<file path="config.mk">
export PLATFORM = sky130hd
export DESIGN_NAME = g2b_serial_decoder
export DESIGN_NICKNAME = d
export VERILOG_FILES = /design/src/rtl/g2b_serial_decoder.sv
export SDC_FILE = /design/constraint.sdc
export NUM_CORES = 1
export LEC_CHECK = 0
export CORE_MARGIN = 3
export CORE_UTILIZATION = 57
export CTS_BUF_LIST = sky130_fd_sc_hd__clkbuf_8
export DETAILED_ROUTE_END_ITERATION = 6
export PLACE_DENSITY_LB_ADDON = 0.15
export SLEW_MARGIN = 20
export SYNTH_ARGS = -nofsm -noshare
export SYNTH_HDL_FRONTEND = slang
export SYNTH_SLANG_ARGS = --single-unit
</file>
<file path="constraint.sdc">
create_clock -name clk -period 2.4 [get_ports clk]
set_input_delay 0.24 -clock clk [delete_from_list [all_inputs] [get_ports clk]]
set_output_delay 0.24 -clock clk [all_outputs]
set_load 0.01 [all_outputs]
</file>
<file path="src/rtl/g2b_serial_decoder.sv">
// Serial Gray-to-binary decoder: resolves one bit per clock, MSB first, between valid/ready handshakes.
// Optional G2B_STEP_CHECK_EN adds step_err, flagging accepted words that differ from the previous one in 2+ bits.
module g2b_serial_decoder #(
  parameter int unsigned WIDTH = 4
) (
  input  logic             clk,
  input  logic             rst_n,
  input  logic             in_valid,
  output logic             in_ready,
  input  logic [WIDTH-1:0] in_gray,
  output logic             out_valid,
  input  logic             out_ready,
  output logic [WIDTH-1:0] out_binary,
`ifdef G2B_STEP_CHECK_EN
  output logic             step_err,
`endif
  output logic             busy
);

  localparam int unsigned CNT_W = $clog2(WIDTH);
  localparam int unsigned ACC_W = WIDTH - 1;

  localparam logic [1:0] IDLE = 2'd0;
  localparam logic [1:0] CONV = 2'd1;
  localparam logic [1:0] DONE = 2'd2;

  logic [1:0]       state_q, state_d;
  logic             in_ready_d, out_valid_d, busy_d;
  logic [WIDTH-1:0] out_binary_d;
  logic [WIDTH-1:0] gray_q, gray_d;
  logic [ACC_W-1:0] acc_q, acc_d;
  logic [CNT_W-1:0] cnt_q, cnt_d;
  logic             res_bit;

`ifdef G2B_STEP_CHECK_EN
  logic [WIDTH-1:0] prev_q, prev_d;
  logic             have_prev_q, have_prev_d;
  logic             step_err_d;
  logic [5:0]       step_pop;

  // Hamming distance between the offered word and the last accepted one
  always_comb begin
    step_pop = '0;
    for (int i = 0; i < int'(WIDTH); i++) begin
      step_pop = step_pop + 6'(in_gray[i] ^ prev_q[i]);
    end
  end
`endif

  // acc_q[0] holds the previously resolved bit (0 before the MSB), gray_q[MSB] the next Gray bit
  assign res_bit = acc_q[0] ^ gray_q[WIDTH-1];

  always_comb begin
    state_d      = state_q;
    in_ready_d   = in_ready;
    out_valid_d  = out_valid;
    out_binary_d = out_binary;
    gray_d       = gray_q;
    acc_d        = acc_q;
    cnt_d        = cnt_q;
`ifdef G2B_STEP_CHECK_EN
    prev_d       = prev_q;
    have_prev_d  = have_prev_q;
    step_err_d   = 1'b0;
`endif
    case (state_q)
      IDLE: begin
        if (in_valid && in_ready) begin
          gray_d     = in_gray;
          acc_d      = '0;
          cnt_d      = CNT_W'(WIDTH - 1);
          in_ready_d = 1'b0;
          state_d    = CONV;
`ifdef G2B_STEP_CHECK_EN
          step_err_d  = have_prev_q && (step_pop >= 6'd2);
          prev_d      = in_gray;
          have_prev_d = 1'b1;
`endif
        end else begin
          in_ready_d = 1'b1;
        end
      end
      CONV: begin
        acc_d  = ACC_W'({acc_q, res_bit});
        gray_d = {gray_q[WIDTH-2:0], 1'b0};
        if (cnt_q == '0) begin
          out_binary_d = {acc_q, res_bit};
          out_valid_d  = 1'b1;
          state_d      = DONE;
        end else begin
          cnt_d = cnt_q - CNT_W'(1);
        end
      end
      DONE: begin
        if (out_ready) begin
          out_valid_d = 1'b0;
          in_ready_d  = 1'b1;
          state_d     = IDLE;
        end
      end
      default: begin
        in_ready_d  = 1'b0;
        out_valid_d = 1'b0;
        state_d     = IDLE;
      end
    endcase
    busy_d = (state_d == CONV) || (state_d == DONE);
  end

  always_ff @(posedge clk or negedge rst_n) begin
    if (!rst_n) begin
      state_q     <= IDLE;
      in_ready    <= 1'b0;
      out_valid   <= 1'b0;
      out_binary  <= '0;
      busy        <= 1'b0;
      gray_q      <= '0;
      acc_q       <= '0;
      cnt_q       <= '0;
`ifdef G2B_STEP_CHECK_EN
      prev_q      <= '0;
      have_prev_q <= 1'b0;
      step_err    <= 1'b0;
`endif
    end else begin
      state_q     <= state_d;
      in_ready    <= in_ready_d;
      out_valid   <= out_valid_d;
      out_binary  <= out_binary_d;
      busy        <= busy_d;
      gray_q      <= gray_d;
      acc_q       <= acc_d;
      cnt_q       <= cnt_d;
`ifdef G2B_STEP_CHECK_EN
      prev_q      <= prev_d;
      have_prev_q <= have_prev_d;
      step_err    <= step_err_d;
`endif
    end
  end

endmodule

</file>
==> run_results.csv, run 1 <==
group,metric,value,unit
clock_network,insertion_delay,0.25,ns
clock_network,hold_buffers,0,
yosys,yosysMostFrequentCell,"dfrtp_1",
timing,rsz0062_at_grt,"no",
timing,finalSetupViolations,0,
power_and_ir_drop,sw_frac_of_total,35.96,%
global_routing,grt_remaining_overflow,0,
yosys,syn_area,883.3,µm²
power_and_ir_drop,cellInternalPower,0.0009404,W
yosys,ys.flop_type,"dfrtp_1",
yosys,synth_edf_count,0,
global_routing,antenna_found_initial,0,
yosys,syn_nets,85,
placement,gp_congestion,0.7234,
drt,ant_nets,0,
drt,wire_per_inst,13.91,µm
placement,hpwl,1.081,mm
drt,highest_layer,"met4",
setup_path,cp-end-kind,"output port",
timing,clock.fmax,629.0,MHz
yosys,synthTopCellsByArea,"dfrtp_1 (51%), mux2_4 (6.8%), nand3b_4 (4.5%), nand2_1 (3.8%), mux2i_1 (3.4%)",
setup_path,cp_slowest_cell,"clkdlybuf4s50_1",
yosys,yosys_warnings,0,
clock_network,cts_max_level,1,
clock_network,clock-sinks,18,
drt,vias_per_cell,5.705,
floorplanning,die_w,45.37,µm
placement,place_area,1015,µm²
worst_hold_path,hp-class,"in -> async",
clock_network,cts_root_buffer,"clkbuf_8",
setup_path,path_class,"reg -> out",
global_routing,grt_max_degree,19,
placement,portBuffers,14,
floorplanning,die_h,45.37,µm
power_and_ir_drop,pwr-share-comb,45.3,%
timing,drv_slew,0,
timing,timing.setup.tns,0,ns
power_and_ir_drop,ir_drop,0.0008929,V
layout,areaGrowthSynthToFinish,19.55,%
timing,worst_pin_slew,0.7512,ns
flow_run,max-cap-violations,0,
power_and_ir_drop,leakage,0.5075,nW
clock_network,cts_tree,"done",
yosys,synthCells,76,
floorplanning,die_area,2058,µm²
clock_network,cts_buffer_depth,2,
yosys,syn_area_per_cell,11.62,µm²
setup_path,crit_family,"buffers and inverters",
power_and_ir_drop,switching_power,0.0005280,W
layout,final_net_count,101,
floorplanning,coreArea,1383,µm²
drt,drt-total-wl,1.461,mm
drt,post-route-drc-count,0,
yosys,synth_common_cells,"dfrtp_1 (18), nand2_1 (9), nor2_1 (6)",
timing,period_share,66.24,%
timing,slew_headroom,49.76,%
global_routing,grt_usage,16.69,%
global_routing,grt_pass1_vias,540,
setup_path,critPathMaxStageDelay,0.60,ns
timing,hold_viol_final,0,
clock_network,cts_resized,0,
setup_path,crit_arrival,1.35,ns
clock_network,clk_pin_slew,0.06,ns
yosys,synth_top_cell_by_area,"dfrtp_1",
setup_path,path_buf_inv,1,
setup_path,crit_required,2.16,ns
floorplanning,initial_utilization,63.89,%
power_and_ir_drop,p_seq_share,40.9,%
drt,drtIter0Drc,18,
setup_path,start_kind,"register",
drt,first_pass_iters,5,
drt,drt-met1-wl,675,µm
setup_path,crit_fanout,6,
drt,dr_total_vias,599,
yosys,synth_top_cell_area_share,50.99,%
placement,place_worst_setup_slack,0.9895,ns
clock_network,cts_inserted_buffers,3,
yosys,synth_cell_type_count,27,
power_and_ir_drop,power_frac_clock,13.9,%
yosys,synth-seq-cells,18,
timing,period_needed,1.590,ns
drt,wl_met3,62,µm
floorplanning,pin_count,15,
run_status,outcome,"complete, no violations",
floorplanning,core.rowCount,13,
drt,met2_length,692,µm
power_and_ir_drop,power.density,1391,nW/µm²
layout,fill_cells,81,
yosys,async_flop_share,100.0,%
yosys,ys_seq_area_share,50.99,%
timing,worst_slack,0.8103,ns
global_routing,grt_pass1_wl,2.380,mm
timing,fin_worst_skew,0.004231,ns
clock_network,postCtsSetupBuffers,0,
layout,n_antenna_cell,0,
power_and_ir_drop,fin_total_pwr,0.001468,W
layout,fin_area,1056,µm²
setup_path,crit_chain,"clkdlybuf4s50_1",
layout,drive_gt1_share,18.89,%
-- logic make-up after synthesis --
group	share of synthesized area, %
adders and majority gates	1.416
muxes	11.47
buffers and inverters	3.966
and+or+nand+nor	18.41
DFF	50.99
xor gates and xnor gates	0.9917
AOI/OAI and AO/OA	12.75
-- final timing paths --
kind,from,to,slack (ns),depth (start not counted)
setup reg to reg,cnt_q[0],out_binary[2],0.99,4
hold / removal,rst_n,busy,0.43,1
max in group asynchronous,rst_n,gray_q[2],1.49,1
setup / recovery,in_ready,in_ready,0.81,1
min in group clk,acc_q[2],acc_q[2],0.49,2
hold reg to reg,acc_q[2],acc_q[2],0.49,2
-- cell usage in the layout (no fill, tap or decap), types with 2 or more instances in the layout --
| master | instances |
|---|---|
| nand2b_1 | 2 |
| inv_1 | 2 |
| mux2_4 | 4 |
| nand3_1 | 3 |
| nor2_2 | 2 |
| nand2_1 | 9 |
| o21ai_0 | 3 |
| clkdlybuf4s50_1 | 14 |
| mux2i_1 | 3 |
| dfrtp_1 | 18 |
| o21ai_1 | 2 |
| nor2_1 | 6 |
| clkbuf_8 | 3 |
| nand3b_4 | 2 |
| a21oi_1 | 5 |
-- flip-flops by register name, summed over array words and instances (netlist names) --
| signal | count |
|---|---|
| gray_q | 4 |
| out_binary | 4 |
| acc_q | 3 |
| cnt_q | 2 |
| state_q | 2 |
| busy | 1 |
| in_ready | 1 |
| out_valid | 1 |
-- routing by layer --
| layer | vias up | track usage, % |
|---|---|---|
| met5 | - | 0 |
| met4 | 0 | 8.772 |
| met3 | 5 | 3.586 |
| met2 | 23 | 25.99 |
| met1 | 281 | 21.63 |
| li1 | 290 | - |
-- cell type report --
class | count | area [µm²] | area share [%]
Sequential cell | 18 | 450.4 | 42.65
Inverter | 2 | 7.507 | 0.7109
Clock buffer | 3 | 41.29 | 3.910
Multi-Input combinational cell | 53 | 397.9 | 37.68
Timing Repair Buffer | 14 | 140.1 | 13.27
Tap cell | 15 | 18.77 | 1.777
-- power groups by stage --
stage	logic, W	registers [W]	clock network, W
6_report	0.000665	0.000600	0.000204
5_1_grt	0.000733	0.000620	0.000224
4_1_cts	0.000672	0.000601	0.000209
3_5_place_dp	0.000670	0.000606	0
3_3_place_gp	0.000647	0.000599	0
2_1_floorplan	0.000522	0.000573	0
-- through the flow --
step	util (%)	hold WS [ns]	cells
after floorplan	-	-0.05559	76
after global placement	73.39	0.4661	102
after detailed placement	73.39	0.4839	102
after CTS	76.38	0.4649	105
after global routing	76.38	0.4888	105
final	76.38	0.4314	105
No activity file was read; power rests on OpenSTA's default activity.
==> run 2: changes to the inputs <==
--- a/config.mk
+++ b/config.mk
@@ -6,7 +6,7 @@
 export NUM_CORES = 1
 export LEC_CHECK = 0
 export CORE_MARGIN = 3
-export CORE_UTILIZATION = 57
+export CORE_UTILIZATION = 48
 export CTS_BUF_LIST = sky130_fd_sc_hd__clkbuf_8
 export DETAILED_ROUTE_END_ITERATION = 6
 export PLACE_DENSITY_LB_ADDON = 0.15
==> constraint.sdc (replaced) <==
create_clock -name clk -period 1.3 [get_ports clk]
set_input_delay 0.13 -clock clk [delete_from_list [all_inputs] [get_ports clk]]
set_output_delay 0.13 -clock clk [all_outputs]
set_load 0.01 [all_outputs]
==> run 2 against run 1 <==
  * Register-to-register slack worse by 0.91 ns
  * Clock-buffer cell count increased by 1
  * Global-route usage decreased by 1.8 points
  * Via count increased by 4.7%
  * Critical path depth unchanged
  * Sequential share of layout area down 4.0 points
  * Combinational power grew 120%
  * Worst hold slack worse by 0.22 ns
  * Flip-flop and latch count unchanged
  * Power increased by 100%
  * Critical endpoint is now out_binary[0]
==> run_results.csv, run 2 (synthesized netlist as in run 1, its figures left out) <==
group,metric,value,unit
floorplanning,die_w,48.90,µm
clock_network,cts_buffer_depth,2,
layout,fill_cells,121,
drt,vias_per_cell,5.098,
clock_network,clock-sinks,18,
layout,post-route-util,72.44,%
timing,worst_pin_slew,0.3965,ns
layout,drive_gt1_share,28.28,%
timing,clock.fmax,791.5,MHz
global_routing,grt_pass1_vias,603,
placement,place_area,1079,µm²
run_status,outcome,"complete, no violations",
drt,wire_per_inst,13.20,µm
setup_path,rr_worst_depth,4,
setup_path,crit_fanout,2,
setup_path,path_class,"reg -> out",
drt,ant_nets,0,
drt,drtIter0Drc,13,
drt,dr_total_vias,627,
layout,final_net_count,109,
global_routing,grt_remaining_overflow,0,
floorplanning,initial_utilization,54.81,%
worst_hold_path,hp-class,"in -> async",
timing,finalSetupViolations,0,
timing,period_share,97.19,%
global_routing,grt_pass1_wl,2.718,mm
timing,hold_viol_final,0,
timing,drv_slew,0,
timing,slew_headroom,73.56,%
clock_network,insertion_delay,0.25,ns
setup_path,start_kind,"register",
floorplanning,die_h,48.90,µm
clock_network,cts_root_buffer,"clkbuf_8",
setup_path,cp_slowest_cell,"clkdlybuf4s50_1",
timing,rsz0062_at_grt,"no",
layout,areaGrowthSynthToFinish,32.15,%
clock_network,cts_max_level,1,
drt,post-route-drc-count,0,
clock_network,clk_pin_slew,0.07,ns
drt,first_pass_iters,4,
clock_network,cts_tree,"done",
setup_path,crit_arrival,1.13,ns
setup_path,crit_required,1.17,ns
layout,final_cell_mix,"dfrtp_1 (17), nand2_1 (9), clkdlybuf4s50_1 (9)",
global_routing,antenna_found_initial,0,
layout,fin_area,1167,µm²
floorplanning,core.rowCount,14,
setup_path,r2r_slack,0.08,ns
setup_path,r2r_start,"cnt_q[1]",
floorplanning,pin_count,15,
timing,fin_hold_ws,0.2110,ns
timing,period_needed,1.263,ns
global_routing,grt_max_degree,19,
placement,portBuffers,14,
setup_path,cp-end-kind,"output port",
flow_run,max-cap-violations,0,
setup_path,path_buf_inv,1,
placement,hpwl,1.079,mm
power_and_ir_drop,power.density,2541,nW/µm²
layout,largest_registers,"gray_q (4), out_binary (4), acc_q (3)",
placement,gp_congestion,0.6960,
timing,fin_worst_skew,0.001815,ns
drt,drt-total-wl,1.624,mm
floorplanning,coreArea,1612,µm²
setup_path,critPathMaxStageDelay,0.53,ns
power_and_ir_drop,ir_drop,0.001438,V
setup_path,crit_chain,"clkdlybuf4s50_1",
layout,n_antenna_cell,0,
floorplanning,die_area,2391,µm²
setup_path,timing.rr.end,"out_binary[3]",
global_routing,grt_usage,14.87,%
setup_path,crit_family,"buffers and inverters",
clock_network,cts_inserted_buffers,3,
power_and_ir_drop,leakage,0.6040,nW
layout,final_common_cell,"dfrtp_1",
==> run 2: cell types whose count changed in the layout (fill, tap and decap cells not counted), sizes merged <==
cell,delta
buf,+8
clkdlybuf4s50,-5
dlymetal6s2s,+5
clkbuf,+1
==> run 2: power by group <==
group / total (W) / internal, W / leakage [nW] / switching (W)
Clock: 0.000449 / 0.000269 / 0.0288 / 0.000180
Combinational: 0.00148 / 0.000830 / 0.359 / 0.000646
Sequential: 0.00104 / 0.000824 / 0.216 / 0.000218
==> run 2: what timing repair did <==
| item | in CTS | in global routing |
|---|---|---|
| buffers inserted | 1 | 0 |
| gates resized for setup | 2 | 6 |
| hold buffers | 0 | 0 |
| endpoints found under the setup margin | 4 | 8 |
==> run 2: cell type report <==
cell class	count	area (µm²)	share of cell area, %
tap	24	30.03	2.572
inverter	2	7.507	0.6431
sequential	18	451.7	38.69
timing repair buffer	22	212.7	18.22
multi-input combinational	53	410.4	35.16
clock buffer	4	55.05	4.716
==> run 2: routing by layer <==
| layer | routed length [µm] | share of wire, % | up-vias | track usage (%) |
|---|---|---|---|---|
| met1 | 715 | 44 | 305 | 18.40 |
| met2 | 816 | 50 | 13 | 23.98 |
| li1 | - | - | 305 | - |
| met4 | 27 | 1.7 | 0 | 8.531 |
| met3 | 66 | 4.1 | 4 | 3.058 |
| met5 | 0 | 0 | - | 0 |
==> run 2: worst max-delay path by stage <==
| stage | from | to | slack [ns] | cells after the start |
|---|---|---|---|---|
| after detailed placement | cnt_q[1] | out_binary[3] | -0.0003 | 4 |
| after floorplan | cnt_q[0] | out_binary[1] | 0.009 | 4 |
| after CTS | out_valid | out_valid | 0.003 | 1 |
| after global placement | cnt_q[1] | out_binary[2] | 0.04 | 4 |
| final | out_binary[0] | out_binary[0] | 0.04 | 1 |
| after global routing | out_binary[0] | out_binary[0] | 0.006 | 1 |
==> run 2: per-stage QoR <==
step	setup TNS [ns]	cells	power, W	setup WS, ns
2_1_floorplan	0	76	0.002021	0.009243
3_3_place_gp	0	118	0.002419	0.03766
3_5_place_dp	-0.0002818	118	0.002463	-0.0002818
4_1_cts	0	123	0.002966	0.003201
5_1_grt	0	123	0.003186	0.006173
6_report	0	123	0.002966	0.03652
==> run 3: changes to the inputs <==
--- a/config.mk
+++ b/config.mk
@@ -5,12 +5,12 @@
 export SDC_FILE = /design/constraint.sdc
 export NUM_CORES = 1
 export LEC_CHECK = 0
+export ABC_CLOCK_PERIOD_IN_PS = 1300
 export CORE_MARGIN = 3
 export CORE_UTILIZATION = 48
 export CTS_BUF_LIST = sky130_fd_sc_hd__clkbuf_8
 export DETAILED_ROUTE_END_ITERATION = 6
 export PLACE_DENSITY_LB_ADDON = 0.15
-export SLEW_MARGIN = 20
 export SYNTH_ARGS = -nofsm -noshare
 export SYNTH_HDL_FRONTEND = slang
 export SYNTH_SLANG_ARGS = --single-unit
==> results of run 3 <==
Final layout, timing and power as in run 2 (identical DEF).
